--- src/rtl/multicycle_ctrl_pkg.sv ---
// rtl/multicycle_ctrl_pkg.sv - shared encodings for the multicycle MIPS control unit and datapath
package multicycle_ctrl_pkg;

  typedef enum logic [3:0] {
    ST_RESET, ST_FETCH, ST_DECODE, ST_MEM_ADDR, ST_MEM_RD, ST_MEM_WB, ST_MEM_WR,
    ST_R_EX, ST_R_WB, ST_I_EX, ST_I_WB, ST_BRANCH, ST_JUMP
  } state_t;

  localparam logic [5:0] OP_RTYPE = 6'b000000;
  localparam logic [5:0] OP_LW    = 6'b100011;
  localparam logic [5:0] OP_SW    = 6'b101011;
  localparam logic [5:0] OP_ADDI  = 6'b001000;
  localparam logic [5:0] OP_BEQ   = 6'b000100;
  localparam logic [5:0] OP_J     = 6'b000010;

  localparam logic [1:0] SRCB_RT      = 2'b00;
  localparam logic [1:0] SRCB_FOUR    = 2'b01;
  localparam logic [1:0] SRCB_IMM     = 2'b10;
  localparam logic [1:0] SRCB_IMM_SH2 = 2'b11;

  localparam logic [1:0] ALU_ADD   = 2'b00;
  localparam logic [1:0] ALU_SUB   = 2'b01;
  localparam logic [1:0] ALU_FUNCT = 2'b10;

  localparam logic [1:0] PCSRC_ALU    = 2'b00;
  localparam logic [1:0] PCSRC_ALUOUT = 2'b01;
  localparam logic [1:0] PCSRC_JUMP   = 2'b10;

  typedef struct packed {
    logic       pc_write;
    logic       pc_write_cond;
    logic       iord;
    logic       mem_read;
    logic       mem_write;
    logic       ir_write;
    logic       reg_dst;
    logic       mem_to_reg;
    logic       reg_write;
    logic       alu_src_a;
    logic [1:0] alu_src_b;
    logic [1:0] alu_op;
    logic [1:0] pc_source;
    logic       illegal_op;
    logic       mem_timeout;
  } ctrl_t;

  // States that wait on the memory ready handshake.
  function automatic logic is_mem_wait(input state_t s);
    return (s == ST_FETCH) || (s == ST_MEM_RD) || (s == ST_MEM_WR);
  endfunction

endpackage

--- src/rtl/multicycle_ctrl_if.sv ---
// rtl/multicycle_ctrl_if.sv - control-unit to datapath signal bundle
interface multicycle_ctrl_if #(
  parameter int CNT_W = 32
);
  logic [5:0]       opcode;
  logic             zf;
  logic             mem_ready;
  logic             pc_write;
  logic             pc_write_cond;
  logic             iord;
  logic             mem_read;
  logic             mem_write;
  logic             ir_write;
  logic             reg_dst;
  logic             mem_to_reg;
  logic             reg_write;
  logic             alu_src_a;
  logic [1:0]       alu_src_b;
  logic [1:0]       alu_op;
  logic [1:0]       pc_source;
  logic             illegal_op;
  logic             mem_timeout;
  logic [CNT_W-1:0] instr_count;

  modport master (
    input  opcode, zf, mem_ready,
    output pc_write, pc_write_cond, iord, mem_read, mem_write, ir_write, reg_dst,
           mem_to_reg, reg_write, alu_src_a, alu_src_b, alu_op, pc_source,
           illegal_op, mem_timeout, instr_count
  );

  modport slave (
    output opcode, zf, mem_ready,
    input  pc_write, pc_write_cond, iord, mem_read, mem_write, ir_write, reg_dst,
           mem_to_reg, reg_write, alu_src_a, alu_src_b, alu_op, pc_source,
           illegal_op, mem_timeout, instr_count
  );
endinterface

--- src/rtl/multicycle_ctrl.sv ---
// rtl/multicycle_ctrl.sv - multicycle MIPS control FSM with memory stall timeout and retire counter
module multicycle_ctrl
  import multicycle_ctrl_pkg::*;
#(
  parameter int CNT_W    = 32,
  parameter int WAIT_MAX = 15
) (
  input  logic            clk,
  input  logic            rst_n,
  multicycle_ctrl_if.master bus
);

  localparam int WW = $clog2(WAIT_MAX + 2);
  localparam logic [WW-1:0] WAIT_LIM = WW'(WAIT_MAX);
  localparam logic [WW-1:0] WAIT_PRE = WW'(WAIT_MAX - 1);
  localparam logic TIMEOUT_EN = (WAIT_MAX != 0);

  state_t           state, state_next;
  ctrl_t            ctrl;
  logic             is_store_q;
  logic [WW-1:0]    wait_cnt;
  logic [CNT_W-1:0] instr_cnt;
  logic             stall;

  assign stall = is_mem_wait(state) && !bus.mem_ready;

  always_ff @(posedge clk or negedge rst_n) begin
    if (!rst_n) begin
      state      <= ST_RESET;
      is_store_q <= 1'b0;
    end else begin
      state <= state_next;
      // lw/sw is resolved here so later opcode changes cannot redirect MEM_ADDR.
      if (state == ST_DECODE) is_store_q <= (bus.opcode == OP_SW);
    end
  end

  always_comb begin
    state_next = state;
    ctrl       = '0;
    case (state)
      ST_RESET: state_next = ST_FETCH;
      ST_FETCH: begin
        ctrl.mem_read  = 1'b1;
        ctrl.alu_src_b = SRCB_FOUR;
        ctrl.alu_op    = ALU_ADD;
        ctrl.pc_source = PCSRC_ALU;
        ctrl.ir_write  = bus.mem_ready;
        ctrl.pc_write  = bus.mem_ready;
        if (bus.mem_ready) state_next = ST_DECODE;
      end
      ST_DECODE: begin
        ctrl.alu_src_b = SRCB_IMM_SH2;
        ctrl.alu_op    = ALU_ADD;
        case (bus.opcode)
          OP_RTYPE:     state_next = ST_R_EX;
          OP_LW, OP_SW: state_next = ST_MEM_ADDR;
          OP_ADDI:      state_next = ST_I_EX;
          OP_BEQ:       state_next = ST_BRANCH;
          OP_J:         state_next = ST_JUMP;
          default: begin
            ctrl.illegal_op = 1'b1;
            state_next      = ST_FETCH;
          end
        endcase
      end
      ST_MEM_ADDR: begin
        ctrl.alu_src_a = 1'b1;
        ctrl.alu_src_b = SRCB_IMM;
        ctrl.alu_op    = ALU_ADD;
        state_next     = is_store_q ? ST_MEM_WR : ST_MEM_RD;
      end
      ST_MEM_RD: begin
        ctrl.mem_read = 1'b1;
        ctrl.iord     = 1'b1;
        if (bus.mem_ready) state_next = ST_MEM_WB;
      end
      ST_MEM_WB: begin
        ctrl.reg_write  = 1'b1;
        ctrl.mem_to_reg = 1'b1;
        state_next      = ST_FETCH;
      end
      ST_MEM_WR: begin
        ctrl.mem_write = 1'b1;
        ctrl.iord      = 1'b1;
        if (bus.mem_ready) state_next = ST_FETCH;
      end
      ST_R_EX: begin
        ctrl.alu_src_a = 1'b1;
        ctrl.alu_src_b = SRCB_RT;
        ctrl.alu_op    = ALU_FUNCT;
        state_next     = ST_R_WB;
      end
      ST_R_WB: begin
        ctrl.reg_write = 1'b1;
        ctrl.reg_dst   = 1'b1;
        state_next     = ST_FETCH;
      end
      ST_I_EX: begin
        ctrl.alu_src_a = 1'b1;
        ctrl.alu_src_b = SRCB_IMM;
        ctrl.alu_op    = ALU_ADD;
        state_next     = ST_I_WB;
      end
      ST_I_WB: begin
        ctrl.reg_write = 1'b1;
        state_next     = ST_FETCH;
      end
      ST_BRANCH: begin
        ctrl.alu_src_a     = 1'b1;
        ctrl.alu_src_b     = SRCB_RT;
        ctrl.alu_op        = ALU_SUB;
        ctrl.pc_write_cond = 1'b1;
        ctrl.pc_source     = PCSRC_ALUOUT;
        state_next         = ST_FETCH;
      end
      ST_JUMP: begin
        ctrl.pc_write  = 1'b1;
        ctrl.pc_source = PCSRC_JUMP;
        state_next     = ST_FETCH;
      end
      default: state_next = ST_RESET;
    endcase
    // Fires on the stalled cycle that carries the counter onto WAIT_MAX, so it pulses once.
    ctrl.mem_timeout = TIMEOUT_EN && stall && (wait_cnt == WAIT_PRE);
  end

  // Leaving a wait state always coincides with mem_ready, so clearing on any
  // non-stalled cycle also covers clearing on entry to the next wait state.
  always_ff @(posedge clk or negedge rst_n) begin
    if (!rst_n) begin
      wait_cnt <= '0;
    end else if (stall) begin
      if (wait_cnt != WAIT_LIM) wait_cnt <= wait_cnt + WW'(1);
    end else begin
      wait_cnt <= '0;
    end
  end

  always_ff @(posedge clk or negedge rst_n) begin
    if (!rst_n) begin
      instr_cnt <= '0;
    end else if (state_next == ST_FETCH && state != ST_FETCH && state != ST_RESET) begin
      instr_cnt <= instr_cnt + CNT_W'(1);
    end
  end

  assign bus.pc_write      = ctrl.pc_write;
  assign bus.pc_write_cond = ctrl.pc_write_cond;
  assign bus.iord          = ctrl.iord;
  assign bus.mem_read      = ctrl.mem_read;
  assign bus.mem_write     = ctrl.mem_write;
  assign bus.ir_write      = ctrl.ir_write;
  assign bus.reg_dst       = ctrl.reg_dst;
  assign bus.mem_to_reg    = ctrl.mem_to_reg;
  assign bus.reg_write     = ctrl.reg_write;
  assign bus.alu_src_a     = ctrl.alu_src_a;
  assign bus.alu_src_b     = ctrl.alu_src_b;
  assign bus.alu_op        = ctrl.alu_op;
  assign bus.pc_source     = ctrl.pc_source;
  assign bus.illegal_op    = ctrl.illegal_op;
  assign bus.mem_timeout   = ctrl.mem_timeout;
  assign bus.instr_count   = instr_cnt;

endmodule

--- src/flat_wrapper.sv ---
// flat-port wrapper written by rule: the top's interface ports become plain ports
module multicycle_ctrl_flat import multicycle_ctrl_pkg::*;
#(
  parameter int CNT_W    = 32,
  parameter int WAIT_MAX = 15
)
  (clk, rst_n, bus_opcode, bus_zf, bus_mem_ready, bus_pc_write, bus_pc_write_cond, bus_iord, bus_mem_read, bus_mem_write, bus_ir_write, bus_reg_dst, bus_mem_to_reg, bus_reg_write, bus_alu_src_a, bus_alu_src_b, bus_alu_op, bus_pc_source, bus_illegal_op, bus_mem_timeout, bus_instr_count);
  multicycle_ctrl_if #(.CNT_W(CNT_W)) bus_i ();
  input  logic clk;
  input  logic rst_n;
  input wire logic [$bits(bus_i.opcode)-1:0] bus_opcode;
  input wire logic [$bits(bus_i.zf)-1:0] bus_zf;
  input wire logic [$bits(bus_i.mem_ready)-1:0] bus_mem_ready;
  output wire logic [$bits(bus_i.pc_write)-1:0] bus_pc_write;
  output wire logic [$bits(bus_i.pc_write_cond)-1:0] bus_pc_write_cond;
  output wire logic [$bits(bus_i.iord)-1:0] bus_iord;
  output wire logic [$bits(bus_i.mem_read)-1:0] bus_mem_read;
  output wire logic [$bits(bus_i.mem_write)-1:0] bus_mem_write;
  output wire logic [$bits(bus_i.ir_write)-1:0] bus_ir_write;
  output wire logic [$bits(bus_i.reg_dst)-1:0] bus_reg_dst;
  output wire logic [$bits(bus_i.mem_to_reg)-1:0] bus_mem_to_reg;
  output wire logic [$bits(bus_i.reg_write)-1:0] bus_reg_write;
  output wire logic [$bits(bus_i.alu_src_a)-1:0] bus_alu_src_a;
  output wire logic [$bits(bus_i.alu_src_b)-1:0] bus_alu_src_b;
  output wire logic [$bits(bus_i.alu_op)-1:0] bus_alu_op;
  output wire logic [$bits(bus_i.pc_source)-1:0] bus_pc_source;
  output wire logic [$bits(bus_i.illegal_op)-1:0] bus_illegal_op;
  output wire logic [$bits(bus_i.mem_timeout)-1:0] bus_mem_timeout;
  output wire logic [$bits(bus_i.instr_count)-1:0] bus_instr_count;
  assign bus_i.opcode = bus_opcode;
  assign bus_i.zf = bus_zf;
  assign bus_i.mem_ready = bus_mem_ready;
  assign bus_pc_write = bus_i.pc_write;
  assign bus_pc_write_cond = bus_i.pc_write_cond;
  assign bus_iord = bus_i.iord;
  assign bus_mem_read = bus_i.mem_read;
  assign bus_mem_write = bus_i.mem_write;
  assign bus_ir_write = bus_i.ir_write;
  assign bus_reg_dst = bus_i.reg_dst;
  assign bus_mem_to_reg = bus_i.mem_to_reg;
  assign bus_reg_write = bus_i.reg_write;
  assign bus_alu_src_a = bus_i.alu_src_a;
  assign bus_alu_src_b = bus_i.alu_src_b;
  assign bus_alu_op = bus_i.alu_op;
  assign bus_pc_source = bus_i.pc_source;
  assign bus_illegal_op = bus_i.illegal_op;
  assign bus_mem_timeout = bus_i.mem_timeout;
  assign bus_instr_count = bus_i.instr_count;
  multicycle_ctrl #(.CNT_W(CNT_W), .WAIT_MAX(WAIT_MAX)) u_core (.clk(clk), .rst_n(rst_n), .bus(bus_i));
endmodule
--- config.mk ---
export PLATFORM = sky130hd
export DESIGN_NAME = multicycle_ctrl_flat
export DESIGN_NICKNAME = d
export VERILOG_FILES = /design/src/rtl/multicycle_ctrl_pkg.sv /design/src/rtl/multicycle_ctrl_if.sv /design/src/rtl/multicycle_ctrl.sv /design/src/flat_wrapper.sv
export SDC_FILE = /design/constraint.sdc
export NUM_CORES = 1
export LEC_CHECK = 0
export CORE_MARGIN = 3
export CORE_UTILIZATION = 49
export CTS_BUF_LIST = sky130_fd_sc_hd__clkbuf_16
export CTS_CLUSTER_SIZE = 10
export DETAILED_ROUTE_END_ITERATION = 7
export PLACE_DENSITY = 0.78
export REMOVE_ABC_BUFFERS = 1
export SLEW_MARGIN = 20
export SYNTH_ARGS = -nofsm -noshare
export SYNTH_HDL_FRONTEND = slang
export SYNTH_SLANG_ARGS = --single-unit
--- constraint.sdc ---
create_clock -name clk -period 2.8 [get_ports clk]
set_clock_uncertainty 0.1 [all_clocks]
set_input_delay 0.56 -clock clk [delete_from_list [all_inputs] [get_ports clk]]
set_output_delay 0.56 -clock clk [all_outputs]
set_load 0.005 [all_outputs]
; ---- Word-level counts from Yosys, hierarchy flattened
; Cells that the tools add are included.
[word_totals]
reg_bits = 42
ram_bits = 0
n_memories = 0
romBits = 0
output_inout_bits = 50
latchBits = 0
input_bits = 10
word_cells = 68
[classes]
eq_ne = 22
addsub = 2
multipliers = 0
reduce_logical = 18
n_lt_le_gt_ge = 0
n_mux = 22
n_shift = 0
n_div = 0
n_bitwise = 0
[op_table]
columns = cell, n
row1 = one-hot mux 4 bit (5 select lines), 2
row2 = "adder 32 x 1 -> 32 bit, second input constant", 1
row3 = one-hot mux 4 bit (8 select lines), 1
row4 = "equality test 4 bit, second input constant", 5
row5 = "equality test 4 x 3 -> 1 bit, second input constant", 4
row6 = "equality test 6 bit, second input constant", 2
row7 = 2-to-1 mux 4 bit, 3
row8 = OR reduction 6 bit, 2
row9 = 2-to-1 mux 1 bit, 11
row10 = 2-to-1 mux 5 bit, 2
row11 = "equality test 4 x 1 -> 1 bit, second input constant", 2
row12 = "equality test 4 x 2 -> 1 bit, second input constant", 2
row13 = OR reduction 2 bit, 4
row14 = "equality test 6 x 2 -> 1 bit, second input constant", 1
row15 = "equality test 6 x 3 -> 1 bit, second input constant", 1
row16 = "equality test 6 x 4 -> 1 bit, second input constant", 1
row17 = zero test 6 bit, 1
row18 = "adder 5 x 1 -> 5 bit, second input constant", 1
row19 = "equality test 5 x 4 -> 1 bit, second input constant", 1
row20 = "!= test 5 x 4 -> 1 bit, second input constant", 1
row21 = logical AND 1 bit, 4
row22 = zero test 4 bit, 1
row23 = "!= test 4 x 1 -> 1 bit, second input constant", 1
row24 = one-hot mux 2 bit (2 select lines), 1
row25 = other kinds (8), 9

; ---- Longest topological paths before layout
; Gate-level depths: netlist (run 1).
[logic_depth]
depth_word = 7
ltp_mapped = 10
mapped_depth_nobuf = 7

; ---- Least setup slack after synthesis (run 1)
; No wires, ideal clock.
[synth_path]
path_kind = register -> register
from = register u_core.state[3]
to = register u_core.instr_cnt[20], in the netlist u_core.bus.instr_count[20]
setup_time_ps = 125
path_slack_ps = 526
arrival_ps = 2049
n_path_buf = 4
synth_period_minus_slack_ps = 2274
required_time_ps = 2575
path_stages_with_launch = 11
cell_sequence = dfrtp_1 buf_6 or4b_4 buf_6 a31oi_4 a31o_4 and4_1 buf_6 buf_6 nand4_1 xnor2_1
[synth_between]
elab_chain_cells = 6
word_cells_on_any_way = 23
cone_classes = 14 x eq/ne / 4 x mux / 5 x reduce/logical
[synth_lines]
columns = element, line
row1 = start: declaration, multicycle_ctrl.sv:18  ; state_t state, state_next;
row2 = start signal: assignment, multicycle_ctrl.sv:32  ; state <= state_next;
row3 = "equality test 4 bit, or another cell as far along", multicycle_ctrl.sv:41  ; case (state)
row4 = OR reduction 6 bit (no source line), n/a
row5 = one-hot mux 4 bit (8 select lines) *, multicycle_ctrl.sv:41
row6 = via u_core.state_next[0], multicycle_ctrl.sv:18
row7 = equality test 4 x 1 -> 1 bit *, multicycle_ctrl.sv:143  ; end else if (state_next == ST_FETCH && state != ST_FETCH && state != ST_RESET) begin
row8 = logical AND 1 bit * (2 in a row), multicycle_ctrl.sv:143
row9 = end signal: assignment, multicycle_ctrl.sv:144  ; instr_cnt <= instr_cnt + CNT_W'(1);
row10 = end: declaration, multicycle_ctrl.sv:22  ; logic [CNT_W-1:0] instr_cnt;
; Mark *: on every way through the listed nets, which the timed path passes. The rest lies on a longest branch.
; A chain may end at the register's enable or synchronous reset.

; ---- Worst setup path after layout (run 1)
[layout_path]
from = input port bus_opcode[2]
to = output port bus_illegal_op
[layout_between]
elab_chain_cells = 4
word_cells_on_any_way = 9
cone_classes = 5 x eq/ne / 2 x mux / 2 x reduce/logical
[layout_lines]
columns = element, line
row1 = start: declaration, flat_wrapper.sv:11  ; input wire logic [$bits(bus_i.opcode)-1:0] bus_opcode;
row2 = "equality test 6 bit, or another cell as far along", multicycle_ctrl.sv:55  ; case (bus.opcode)
row3 = OR reduction 6 bit (no source line) *, n/a
row4 = 2-to-1 mux 1 bit *, multicycle_ctrl.sv:55
row5 = 2-to-1 mux 1 bit *, multicycle_ctrl.sv:41
row6 = end: declaration, flat_wrapper.sv:27  ; output wire logic [$bits(bus_i.illegal_op)-1:0] bus_illegal_op;
; Every way passes the cells marked *; elsewhere a longest branch is shown, timed or not.

==> qor.csv, run 1 <==
stage;metric;value;unit
layout;Layout Nets;333;
global_routing;initial antenna violation count;0;
critical_path;Largest stage delay, worst path;0.51;ns
placement;Cell Area, Placed;3164;um2
timing;Final Setup Violations;0;
layout;fin area;3341;um2
cts;Post-CTS Repair Setup Buffers;0;
pwr;Peak VDD IR;0.3734;mV
global_routing;first-pass GRT wire length;9.273;mm
cts;clk_lat worst skew;0.28;ns
die;Initial Util;0.5313;
synthesis;top-area cell type share of the netlist area;0.4334;
timing;worst setup margin;0.09813;ns
placement;dpl ws;-0.04484;ns
timing;Worst-Margin Slew;0.9058;ns
critical_path;Crit path max-delay family;buffers and inverters;
cts;CTS root buf;clkbuf_16;
die;die area;5829;um2
cts;Sink Count;42;
synthesis;EDFF count, synth;0;
route;starting DRC count in detailed routing;64;
global_routing;pin count of the biggest net entering global routing;43;
synthesis;cell taking the most area after synthesis;dfrtp_1;
synthesis;Area contributors post-synth;dfrtp_1 (43%), xnor2_1 (7.9%), xor2_1 (5.1%);
timing;post-route minimum period;2.702;ns
critical_path;maximum fanout along the worst path;3;
critical_path;CP Cell Sequence;clkdlybuf4s50_1 -> buf_4 -> a21oi_1 -> o21ai_1 -> a21oi_1 -> nor2_1 -> clkdlybuf4s50_1;
die;Die Span X;76.35;um
global_routing;grt peak-use layer;met2;
timing;setup total negative slack;0;ns
cts;post-CTS sizing;0;
placement;gp weighted congestion;0.7451;
global_routing;GRT Total Usage;0.1919;
placement;I/O Buffers;58;
critical_path;Worst Path Required;2.14;ns
global_routing;met3 Use GR;0.03428;
global_routing;Global Route met2 Usage;0.3216;
critical_path;Worst EP arrival;2.04;ns
cts;H-tree Lvls;2;
timing;fmax;370.1;MHz
synthesis;asr flop ratio synth;1.000;
route;Post-route DRC;0;
status;status;complete, no violations;
pwr;post-layout power;2.208;mW
cts;TritonCTS buffer count;5;
synthesis;Top FF cell, synth;dfrtp_1;
timing;final hold violations;0;
die;I/O Pins;60;
die;core area;4564;um2
timing;fin crit share;0.9650;
critical_path;Worst Path Buf+Inv;3;
layout;layout cells sized above 1;0.1500;
critical_path;crit path launch type;primary input;
synthesis;syn_area_per_cell;9.897;um2
critical_path;Setup Crit Path Kind;primary input to primary output;
job;number of max-cap violations;0;
die;row count;24;
synthesis;Yosys warning count;0;
pwr;power per cell area;661.0;nW/um2
synthesis;Mapped Area;2425;um2
cts;CTS tree;built;
layout;final core occ;0.7319;
synthesis;most frequent cell after synthesis;dfrtp_1;
synthesis;post-synth cell types;46;
cts;hold buffers post-CTS;0;
synthesis;Cells after Synth;245;
timing;slew margin rel.;0.3961;
pwr;cell leakage power;1.487;nW
placement;HPWL after detailed placement;3.829;mm
timing;Final Max Tran Viols;0;
route;post-route ant nets;0;
die;Die Span Y;76.35;um
route;drt first pass iters;4;
layout;number of diodes;0;
hold_path;worst min path class;primary input to async pin;
global_routing;vias in the first global route;2022;
synthesis;synthesized flop and latch total;42;
critical_path;critical path capture point type;primary output;
route;wire per inst;13.70;um
cts;clock transition at the registers of the reported paths;0.05;ns
cts;Clock Tree Buf Depth;2;
critical_path;crit path max-delay cell type;clkdlybuf4s50_1;
critical_path;R2R setup slack;0.43;ns
route;total via count in the routed design;2055;
global_routing;total congestion overflow;0;
synthesis;commonest cells in the netlist;dfrtp_1 (42), nor2_1 (26), xnor2_1 (22);
synthesis;register area share after synthesis;0.4334;
timing;RSZ-0062 raised after global routing;false;
layout;area delta synth->final;37.77;%
route;Total Wirelength;5.273;mm
route;via density per instance;5.338;
global_routing;M1 GR Usage;0.2510;
==> layout by cell type (no fill, tap or decap), types with 10 or more instances in the layout <==
cell type        instances
clkdlybuf4s50_1         55
xnor2_1                 22
a21oi_1                 11
inv_1                   10
buf_4                   21
dfrtp_1                 40
nand4_1                 13
nand2_1                 17
nor2_1                  26
xor2_1                  14
==> cells by family (layout without fill, tap and decap cells) <==
kind of cell | after synthesis | in the layout | share of synthesized area
buf+inv | 21 | 96 | 0.05160
flops | 42 | 42 | 0.4334
xor+xnor | 36 | 36 | 0.1300
simple gates | 115 | 115 | 0.2812
compound gates | 25 | 25 | 0.07431
mux | 2 | 2 | 0.008772
fa+ha+maj | 4 | 4 | 0.02064
==> sequential cells by signal, indices dropped and copies added (netlist names) <==
name                    flops
u_core.is_store_q           1
u_core.wait_cnt             5
u_core.state                4
u_core.bus.instr_count     32
==> final timing paths <==
path | from | end | cells after the start
worst max-delay path | bus_opcode[2] | bus_illegal_op | 7
worst min-delay path | rst_n | u_core.wait_cnt[2] | 1
worst min register to register | u_core.bus.instr_count[31] | u_core.bus.instr_count[31] | 1
worst max register to register | u_core.state[0] | u_core.bus.instr_count[6] | 7
min in group clk | u_core.bus.instr_count[31] | u_core.bus.instr_count[31] | 1
max in group asynchronous | rst_n | u_core.state[0] | 1
==> stage by stage <==
| step | instances | hold WS, ns |
|---|---|---|
| 2_1_floorplan | 232 | 0.1644 |
| 3_3_place_gp | 377 | 0.3756 |
| 3_5_place_dp | 377 | 0.3684 |
| 4_1_cts | 385 | 0.3459 |
| 5_1_grt | 385 | 0.3932 |
| 6_report | 385 | 0.3154 |
==> power by group <==
group	switching, mW	leakage (nW)	internal [mW]
clock	0.212	0.0864	0.414
combinational	0.381	0.843	0.435
sequential	0.0967	0.558	0.670
total	0.690	1.49	1.52
==> layer usage <==
layer / vias up / wire (um)
met3: 13 / 216
li1: 1009 / -
met4: 0 / 99
met5: - / 0
met2: 54 / 2613
met1: 979 / 2343
==> layout make-up <==
cell class / count / area (um2)
multi-input cells: 182 / 1255
repair buffers: 80 / 758.2
inverters: 8 / 30.03
well taps: 65 / 81.33
fillers: 330 / 1224
clock buffers: 5 / 125.1
clock inverters: 3 / 37.54
flip-flops and latches: 42 / 1054
Note: power is estimated with default switching activity, not from simulation.
==> run 2: changes to the inputs <==
- CORE_UTILIZATION: 49 -> 30
- PLACE_DENSITY: 0.78 -> 0.52
==> run 2 against run 1 <==
Net effect: cell count up 10%; setup slack gained 0.048 ns; sequential share of layout area down 0.79 points; first-iteration DRC count rose by 31%; die area grew 58%; cell area increased by 2.4%; critical path depth decreased by 2; critical endpoint is now bus_pc_write; largest power group unchanged.
==> qor.csv, run 2 (same netlist as run 1, synthesis figures left out) <==
stage;metric;value;unit;change
critical_path;Worst Path Required;2.14;ns;about the same
global_routing;initial antenna violation count;0;;unchanged
layout;total of fill cells in the finished design;782;;was 330
timing;Final Setup Violations;0;;unchanged
critical_path;Largest stage delay, worst path;0.49;ns;was 0.51 ns
layout;Finished Layout Cells;425;;was 385
critical_path;Worst Path Buf+Inv;2;;was 3
layout;Layout Nets;336;;was 333
pwr;post-layout power;2.196;mW;was 2.208 mW
global_routing;total congestion overflow;0;;unchanged
timing;RSZ-0062 raised after global routing;false;;unchanged
die;Die Span Y;95.91;um;was 76.35 um
global_routing;vias in the first global route;1998;;was 2022
critical_path;maximum fanout along the worst path;10;;was 3
die;Initial Util;0.3122;;was 0.5313
critical_path;Worst EP arrival;1.99;ns;was 2.04 ns
route;via density per instance;4.762;;was 5.338
route;post-route ant nets;0;;unchanged
job;number of max-cap violations;0;;unchanged
pwr;sw frac;0.3361;;was 0.3123
die;core area;7767;um2;was 4564 um2
layout;number of diodes;0;;unchanged
pwr;P_int;1.458;mW;was 1.519 mW
critical_path;Setup Crit Path Kind;register to primary output;;was primary input to primary output
critical_path;crit path max-delay cell type;clkdlybuf4s50_1;;unchanged
layout;area delta synth->final;41.12;%;was 37.77%
cts;H-tree Lvls;2;;unchanged
global_routing;first-pass GRT wire length;9.494;mm;was 9.273 mm
pwr;cell leakage power;1.490;nW;was 1.487 nW
layout;layout cells sized above 1;0.1703;;was 0.1500
pwr;Seq pwr share;0.342;;was 0.347
route;Post-route DRC;0;;unchanged
timing;slew margin rel.;0.6517;;was 0.3961
global_routing;GRT Total Usage;0.1302;;was 0.1919
pwr;clock network fraction of total power;0.265;;was 0.283
placement;HPWL after detailed placement;4.136;mm;was 3.829 mm
route;starting DRC count in detailed routing;84;;was 64
cts;clock transition at the registers of the reported paths;0.07;ns;was 0.05 ns
timing;final hold violations;0;;unchanged
die;row count;32;;was 24
pwr;power per cell area;641.8;nW/um2;was 661.0 nW/um2
placement;I/O Buffers;58;;unchanged
hold_path;worst min path class;primary input to async pin;;unchanged
cts;Sink Count;42;;unchanged
die;die area;9198;um2;was 5829 um2
status;status;complete, no violations;;unchanged
cts;clk_lat worst skew;0.29;ns;was 0.28 ns
global_routing;pin count of the biggest net entering global routing;43;;unchanged
timing;Worst-Margin Slew;0.5224;ns;was 0.9058 ns
timing;fin crit share;0.9476;;was 0.9650
cts;Clock Tree Buf Depth;2;;unchanged
layout;commonest non-fill, non-tap cell in the layout;clkdlybuf4s50_1;;unchanged
cts;CTS root buf;clkbuf_16;;unchanged
placement;# placed instances;416;;was 377
die;I/O Pins;60;;unchanged
placement;dpl ws;-0.1716;ns;was -0.04484 ns
route;drt first pass iters;4;;unchanged
critical_path;Worst R2R Start;u_core.state[3];;was u_core.state[0]
timing;WHS;0.1381;ns;was 0.3154 ns
route;Total Wirelength;5.641;mm;was 5.273 mm
timing;fmax;376.9;MHz;was 370.1 MHz
cts;CTS tree;built;;unchanged
pwr;Peak VDD IR;0.2282;mV;was 0.3734 mV
critical_path;critical path capture point type;primary output;;unchanged
timing;post-route minimum period;2.653;ns;was 2.702 ns
route;wire per inst;13.27;um;was 13.70 um
timing;worst setup margin;0.1466;ns;was 0.09813 ns
placement;gp weighted congestion;0.7677;;was 0.7451
cts;Post-CTS Repair Setup Buffers;0;;unchanged
critical_path;CP Cell Sequence;buf_4 -> nand2b_1 -> nor3b_1 -> or2_2 -> clkdlybuf4s50_1;;was clkdlybuf4s50_1 -> buf_4 -> a21oi_1 -> o21ai_1 -> a21oi_1 -> nor2_1 -> clkdlybuf4s50_1
pwr;Logic pwr share;0.393;;was 0.369
timing;Final Max Tran Viols;0;;unchanged
layout;most frequent cells in the layout;clkdlybuf4s50_1 (56), dfrtp_1 (41), nor2_1 (24);;was clkdlybuf4s50_1 (55), dfrtp_1 (40), nor2_1 (26)
layout;max reg flops;32;;unchanged
critical_path;crit path launch type;register;;was primary input
critical_path;Critical Path Source;u_core.state[2];;was bus_opcode[2]
cts;TritonCTS buffer count;5;;unchanged
pwr;switching power;0.7381;mW;was 0.6895 mW
critical_path;Crit path max-delay family;buffers and inverters;;unchanged
route;total via count in the routed design;2024;;was 2055
die;Die Span X;95.91;um;was 76.35 um
timing;setup total negative slack;0;ns;unchanged
## run 2: cell types whose count changed in the layout (fill, tap and decap cells not counted), sizes merged
cell,delta
inv,-1
dlymetal6s2s,-1
clkinvlp,+2
bufinv,-1
clkdlybuf4s50,+1
buf,+3
## run 2: repair_timing
action                                  4_1_cts  5_1_grt
endpoints found under the setup margin        0        8
hold buffers                                  0        0
gates resized for setup                       0        7
## run 2: final cells by class
class	instances	area (um2)	area share
multi-input cells	182	1265	0.3697
flip-flops and latches	42	1052	0.3075
repair buffers	83	798.3	0.2333
well taps	102	127.6	0.03729
clock buffers	5	125.1	0.03656
inverters	8	30.03	0.008775
clock inverters	3	23.77	0.006947
## run 2: worst paths after layout
| path | depth (start not counted) | to | slack [ns] |
|---|---|---|---|
| min in group clk | 1 | u_core.bus.instr_count[31] | 0.38 |
| max in group asynchronous | 2 | u_core.state[2] | 1.94 |
| max | 5 | bus_pc_write | 0.15 |
| max reg2reg | 9 | u_core.bus.instr_count[29] | 0.38 |
| min | 1 | u_core.bus.instr_count[27] | 0.14 |
| min reg2reg | 1 | u_core.bus.instr_count[31] | 0.38 |
## run 2: power by group through the flow
stage | sequential [mW] | combinational, mW | clock (mW)
global route | 0.763 | 0.960 | 0.624
detailed placement | 0.762 | 0.859 | 0
finish | 0.752 | 0.863 | 0.582
global placement | 0.761 | 0.857 | 0
CTS | 0.751 | 0.864 | 0.596
floorplan | 0.778 | 0.398 | 0
## run 2: through the flow
step,area (um2),util
final,3422,0.4406
after global routing,3422,0.4406
after CTS,3374,0.4344
after detailed placement,3226,0.4153
after global placement,3226,0.4153
after floorplan,2330,-
## run 2: per-layer routing
metal  share of wire  track usage  routed length (um)  vias to the layer above
li1                -            -                   -                     1010
met1            0.48       0.1784                2685                      979
met2            0.48       0.2102                2702                       31
met3           0.035      0.02502                 199                        4
met4          0.0094      0.03436                  53                        0
met5               0            0                   0                        -
## run 2: worst reg2reg max path, stage by stage, from the launching register on
cell	delay [ns]
dfrtp_1	0.49
buf_4	0.23
nand2b_1	0.24
mux2i_1	0.11
a32oi_1	0.23
buf_4	0.18
nand4_4	0.15
buf_4	0.21
nor4_4	0.27
xnor2_1	0.14
==> run 3: changes to the inputs <==
- HOLD_SLACK_MARGIN: unset -> 0.03
==> results of run 3 <==
The final DEF is identical to that of run 2; final timing and power are the same.
==> RTL edit 1 (settings of run 3) <==
`WAIT_MAX` is set to 15 in 2 places; all go to 14.
--- a/src/rtl/multicycle_ctrl.sv
+++ b/src/rtl/multicycle_ctrl.sv
@@ -5,3 +5,3 @@
   parameter int CNT_W    = 32,
-  parameter int WAIT_MAX = 15
+  parameter int WAIT_MAX = 14
 ) (
--- a/src/flat_wrapper.sv
+++ b/src/flat_wrapper.sv
@@ -4,3 +4,3 @@
   parameter int CNT_W    = 32,
-  parameter int WAIT_MAX = 15
+  parameter int WAIT_MAX = 14
 )
Check against the original RTL: same outputs for any inputs over 10 cycles, from zero or initial values and one cycle with rst_n low; that may be too few to reach the edited logic, so the function may still have changed.
==> RTL edit 1 against run 3 <==
  * Setup slack worse by 21 ps
  * Routed wire length down 4.1%
  * Synthesized area down 4.0%
  * First-iteration DRC count up 27%
  * Critical path depth up 1
  * Design area down 4.6%
  * Highest routed layer unchanged
  * Via count up 0.79%
  * Sequential cell count down 1
  * Combinational power up 11%
  * Total power up 2.9%
  * Critical endpoint is now bus_illegal_op
==> RTL edit 1: results (changes against run 3) <==
placement:
  place.gp.congestion: 0.767  # about the same
  dpl.hpwl_um: 3940  # -4.7%
  dp.cells: 418  # +0.48%
critical_path:
  rrSetupSlack_ps: 610  # +230 ps
  ff2ff_path_depth: 6  # -3
  slowest_delay_ps: 440  # -50 ps
  crit_path_end: "bus_illegal_op"
  reg2reg_to: "u_core.bus.instr_count[27]$_DFFE_PN0P_"
  cp.arrival_ps: 2010  # +20 ps
  critPathLaunch: "bus_opcode[0]"
  path_max_fanout: 4  # -6
detailed_routing:
  dr_wl_met3_um: 149  # -25%
  post_drt_wl_per_cell_um: 12.7  # -4.4%
  vias: 2040  # +0.79%
  routedLengthMet1_um: 2660  # -1.0%
  drt_iter0_drc: 107  # +27%
final_layout:
  sh_seq_area_pct: 31.5  # +0.71 points
  finalNetCount: 340  # +1.2%
  n_all_buffers: 77  # -7.2%
  multi_input_area_mm2: 0.00120  # -5.1%
  final-nonclk-buf-share_pct: 22.9  # -0.42 points
  clkCellAreaFrac_pct: 4.18  # -0.17 points
  fillers: 754  # -3.6%
  drive_gt1_share_pct: 9.17  # -7.9 points
synth:
  synth_seq_cells: 41  # -2.4%
  synth-compound-area-share_pct: 7.95  # +0.52 points
  syn_inst: 252  # +2.9%
  synth_cell_types: 41  # -11%
  synth-seq-area-share_pct: 44.1  # +0.72 points
  synth_area_leaders: "dfrtp_1 44%, xor2_1 11%, nor3_1 4.7%"
  synthAdderAreaFrac_pct: 2.15  # +0.085 points
  synthTopCellsByCount: "41 x dfrtp_1, 28 x xor2_1, 24 x nand2_1"
  synthMuxAreaShare_pct: 0.913  # +0.036 points
timing:
  worst_pin_slew_ps: 544  # +21.3 ps
  holdWs_ps: 245  # +107 ps
global_routing:
  use_met2_pct: 21.4  # +0.39 points
  met1_usage_pct: 17.6  # -0.23 points
  grt_start_max_net_pins: 42  # -2.3%
  met3_usage_pct: 2.64  # +0.14 points
  grt_first_pass_wirelength_um: 9380  # -1.2%
run_status:
  outcome: "finished clean"
pwr:
  vdd_drop_max_v: 0.000321  # +41%
  leakagePower_nw: 1.48  # -0.32%
clock_tree:
  clk_pin_slew_ps: 50  # -20 ps
[RTL edit 1: changes by cell type after synthesis, moves of 4 or more]
cell	run 3	this run
xnor2_1	22	6
xor2_1	14	28
nor3_1	9	22
nand3_1	7	18
nand4_1	13	4
nand2_1	17	24
nor4_1	2	8
and3_1	7	3
buf_2	4	0
nand3_2	4	0
[RTL edit 1: stage by stage]
stage / setup WS [ps] / total power, mW / setup TNS (ps) / instance area, um2 / utilization, %
2_1_floorplan: 431 / 1.21 / 0 / 2260 / -
3_3_place_gp: -16.9 / 1.75 / -47.8 / 3120 / 42.2
3_5_place_dp: -24.5 / 1.75 / -127 / 3120 / 42.2
4_1_cts: 34.9 / 2.29 / 0 / 3260 / 44.0
5_1_grt: 14.6 / 2.43 / 0 / 3270 / 44.1
6_report: 125 / 2.26 / 0 / 3270 / 44.1
[RTL edit 1: power by group]
group	internal, mW	switching, mW	leakage [nW]
registers	0.673	0.0998	0.545
logic	0.502	0.456	0.863
clock network	0.320	0.209	0.0776
total	1.50	0.764	1.48
==> RTL edit 2 (flow settings as in run 3) <==
Made on the original files. One comparison of `wait_cnt` changes from == to >=.
--- a/src/rtl/multicycle_ctrl.sv
+++ b/src/rtl/multicycle_ctrl.sv
@@ -124,3 +124,3 @@
     // Fires on the stalled cycle that carries the counter onto WAIT_MAX, so it pulses once.
-    ctrl.mem_timeout = TIMEOUT_EN && stall && (wait_cnt == WAIT_PRE);
+    ctrl.mem_timeout = TIMEOUT_EN && stall && (wait_cnt >= WAIT_PRE);
   end
Behaviour: no difference found for any inputs over 10 cycles, from zero or initial values and one cycle with rst_n low; that may be too few to reach the edited logic, so the function may still have changed.
==> RTL edit 2 against run 3 <==
  * Design area is 0.91% lower
  * Sequential power increased by 2%
  * Combinational power rose by 8.2%
  * Global-route usage fell by 0.065 points
  * Sequential cell count did not move
  * Setup slack got worse by 52 ps
  * Synthesized area shrank 2.2%
  * Die area down 2.0%
  * Maximum frequency is 1.9% lower
  * Total power grew 6.2%
  * Routed wire length fell by 2.4%
==> RTL edit 2: results (changes against run 3) <==
run_status:
  outcome: "finished clean"
critical_path:
  crit_path_end: "u_core.bus.instr_count[21]$_DFFE_PN0P_"
  critPathLaunch: "bus_opcode[0]"
  rr_startpoint: "u_core.state[2]$_DFF_PN0_"
  path_max_fanout: 7  # -3
  rrSetupSlack_ps: 580  # +200 ps
  cp.arrival_ps: 2750  # +760 ps
  ff2ff_path_depth: 7  # -2
detailed_routing:
  vias: 2069  # +2.2%
  drt_iter0_drc: 46  # -45%
  wl_um: 5510  # -2.4%
  viasPerCell: 4.75  # -0.36%
  dr.pass1.iters: 4  # unchanged
final_layout:
  drive_gt1_share_pct: 11.9  # -5.2 points
  fin_area_mm2: 0.00339  # -0.91%
  fillers: 744  # -4.9%
  finalNetCount: 351  # +4.5%
  largest_reg_flops: 32  # unchanged
  n_antenna_cell: 0  # unchanged
placement:
  dpl.hpwl_um: 4110  # -0.66%
  dp.cells: 428  # +2.9%
  placed_cell_area_mm2: 0.00321  # -0.35%
  dp_slack_ps: -292  # -121 ps
  place.gp.congestion: 0.799  # +4.1%
  io_buffers: 58  # unchanged
synth:
  async_flop_share_pct: 100  # unchanged
  synth_cell_types: 44  # -4.3%
  syn_inst: 259  # +5.7%
  ys.flop_type: "dfrtp_1"
  synth_area_leaders: "dfrtp_1 44%, xor2_1 9.6%, nor2_1 5.1%"
  synth_warnings: 0  # unchanged
  synth-seq-area-share_pct: 44.3  # +0.96 points
  synthTopCellsByCount: "42 x dfrtp_1, 32 x nor2_1, 26 x xor2_1"
global_routing:
  grt_start_max_net_pins: 43  # unchanged
  grt_first_pass_wirelength_um: 9430  # -0.73%
  grt_util_all_layers_pct: 13.0  # -0.065 points
  grt_pass1_vias: 1984  # -0.70%
  antenna_found_initial: 0  # unchanged
run:
  maxCapViolCount: 0  # unchanged
timing:
  max_slew_margin_pct: 37.7  # -27 points
  holdWs_ps: 315  # +177 ps
  fin_crit_ps: 2710  # +52.2 ps
pwr:
  leakagePower_nw: 1.55  # +4.3%
  vdd_drop_max_v: 0.000319  # +40%
clock_tree:
  numCtsBuffers: 5  # unchanged
  clock_latency_ps: 280
  ctsHtreeMaxLevel: 2  # unchanged
  cts-root-buf: "clkbuf_16"
  cts_buffer_depth: 2  # unchanged
  clk_pin_slew_ps: 60
min_path:
  hold_class: "in -> async"
-- RTL edit 2: changes by cell type after synthesis, moves of 6 or more --
cell and change:
xnor2_1 -12, inv_1 +8, nor3_1 +8, nor2_1 +6, xor2_1 +12, nand4_1 -11
-- RTL edit 2: worst max-delay path, stage by stage --
cell,delay (ps)
clkdlybuf4s50_1,420
or4_4,540
or3b_1,390
a311o_1,360
nand3_4,150
buf_12,130
nor4_1,50
xor2_1,150
-- RTL edit 2: logic make-up (layout without fill, tap and decap cells) --
family,after synthesis,after routing,synth area share (%)
XOR/XNOR,36,36,13.3
flip-flops,42,42,44.3
buffers and inverters,25,103,4.75
AND/OR/NAND/NOR,116,116,25.4
adder cells (fa/ha/maj),4,4,2.11
multiplexers,3,3,1.37
AO/OA/AOI/OAI,33,33,8.81
-- RTL edit 2: layout make-up --
cell class,instances,area share [%]
inverters,16,1.77
repair buffers,80,23.0
clock buffers,5,3.69
well taps,99,3.65
clock inverters,2,0.996
flip-flops and latches,42,31.0
multi-input cells,192,35.9
-- RTL edit 2: what timing repair did --
item,4_1_cts,5_1_grt
hold buffers,0,0
endpoints found under the setup margin,1,32
pin swaps,0,3
resized for setup,1,3
setup buffers,0,1
-- RTL edit 2: metal layers --
| layer | up-vias | track usage [%] | share of wire (%) |
|---|---|---|---|
| met5 | - | 0 | 0 |
| met4 | 0 | 3.25 | 1.2 |
| met3 | 5 | 2.95 | 3.0 |
| met2 | 32 | 20.2 | 47 |
| met1 | 981 | 18.1 | 48 |
| li1 | 1051 | - | - |
-- RTL edit 2: where the power goes --
group | internal [mW] | switching, mW | total (mW)
clock | 0.412 | 0.217 | 0.630
combinational | 0.497 | 0.437 | 0.934
sequential | 0.682 | 0.0862 | 0.768
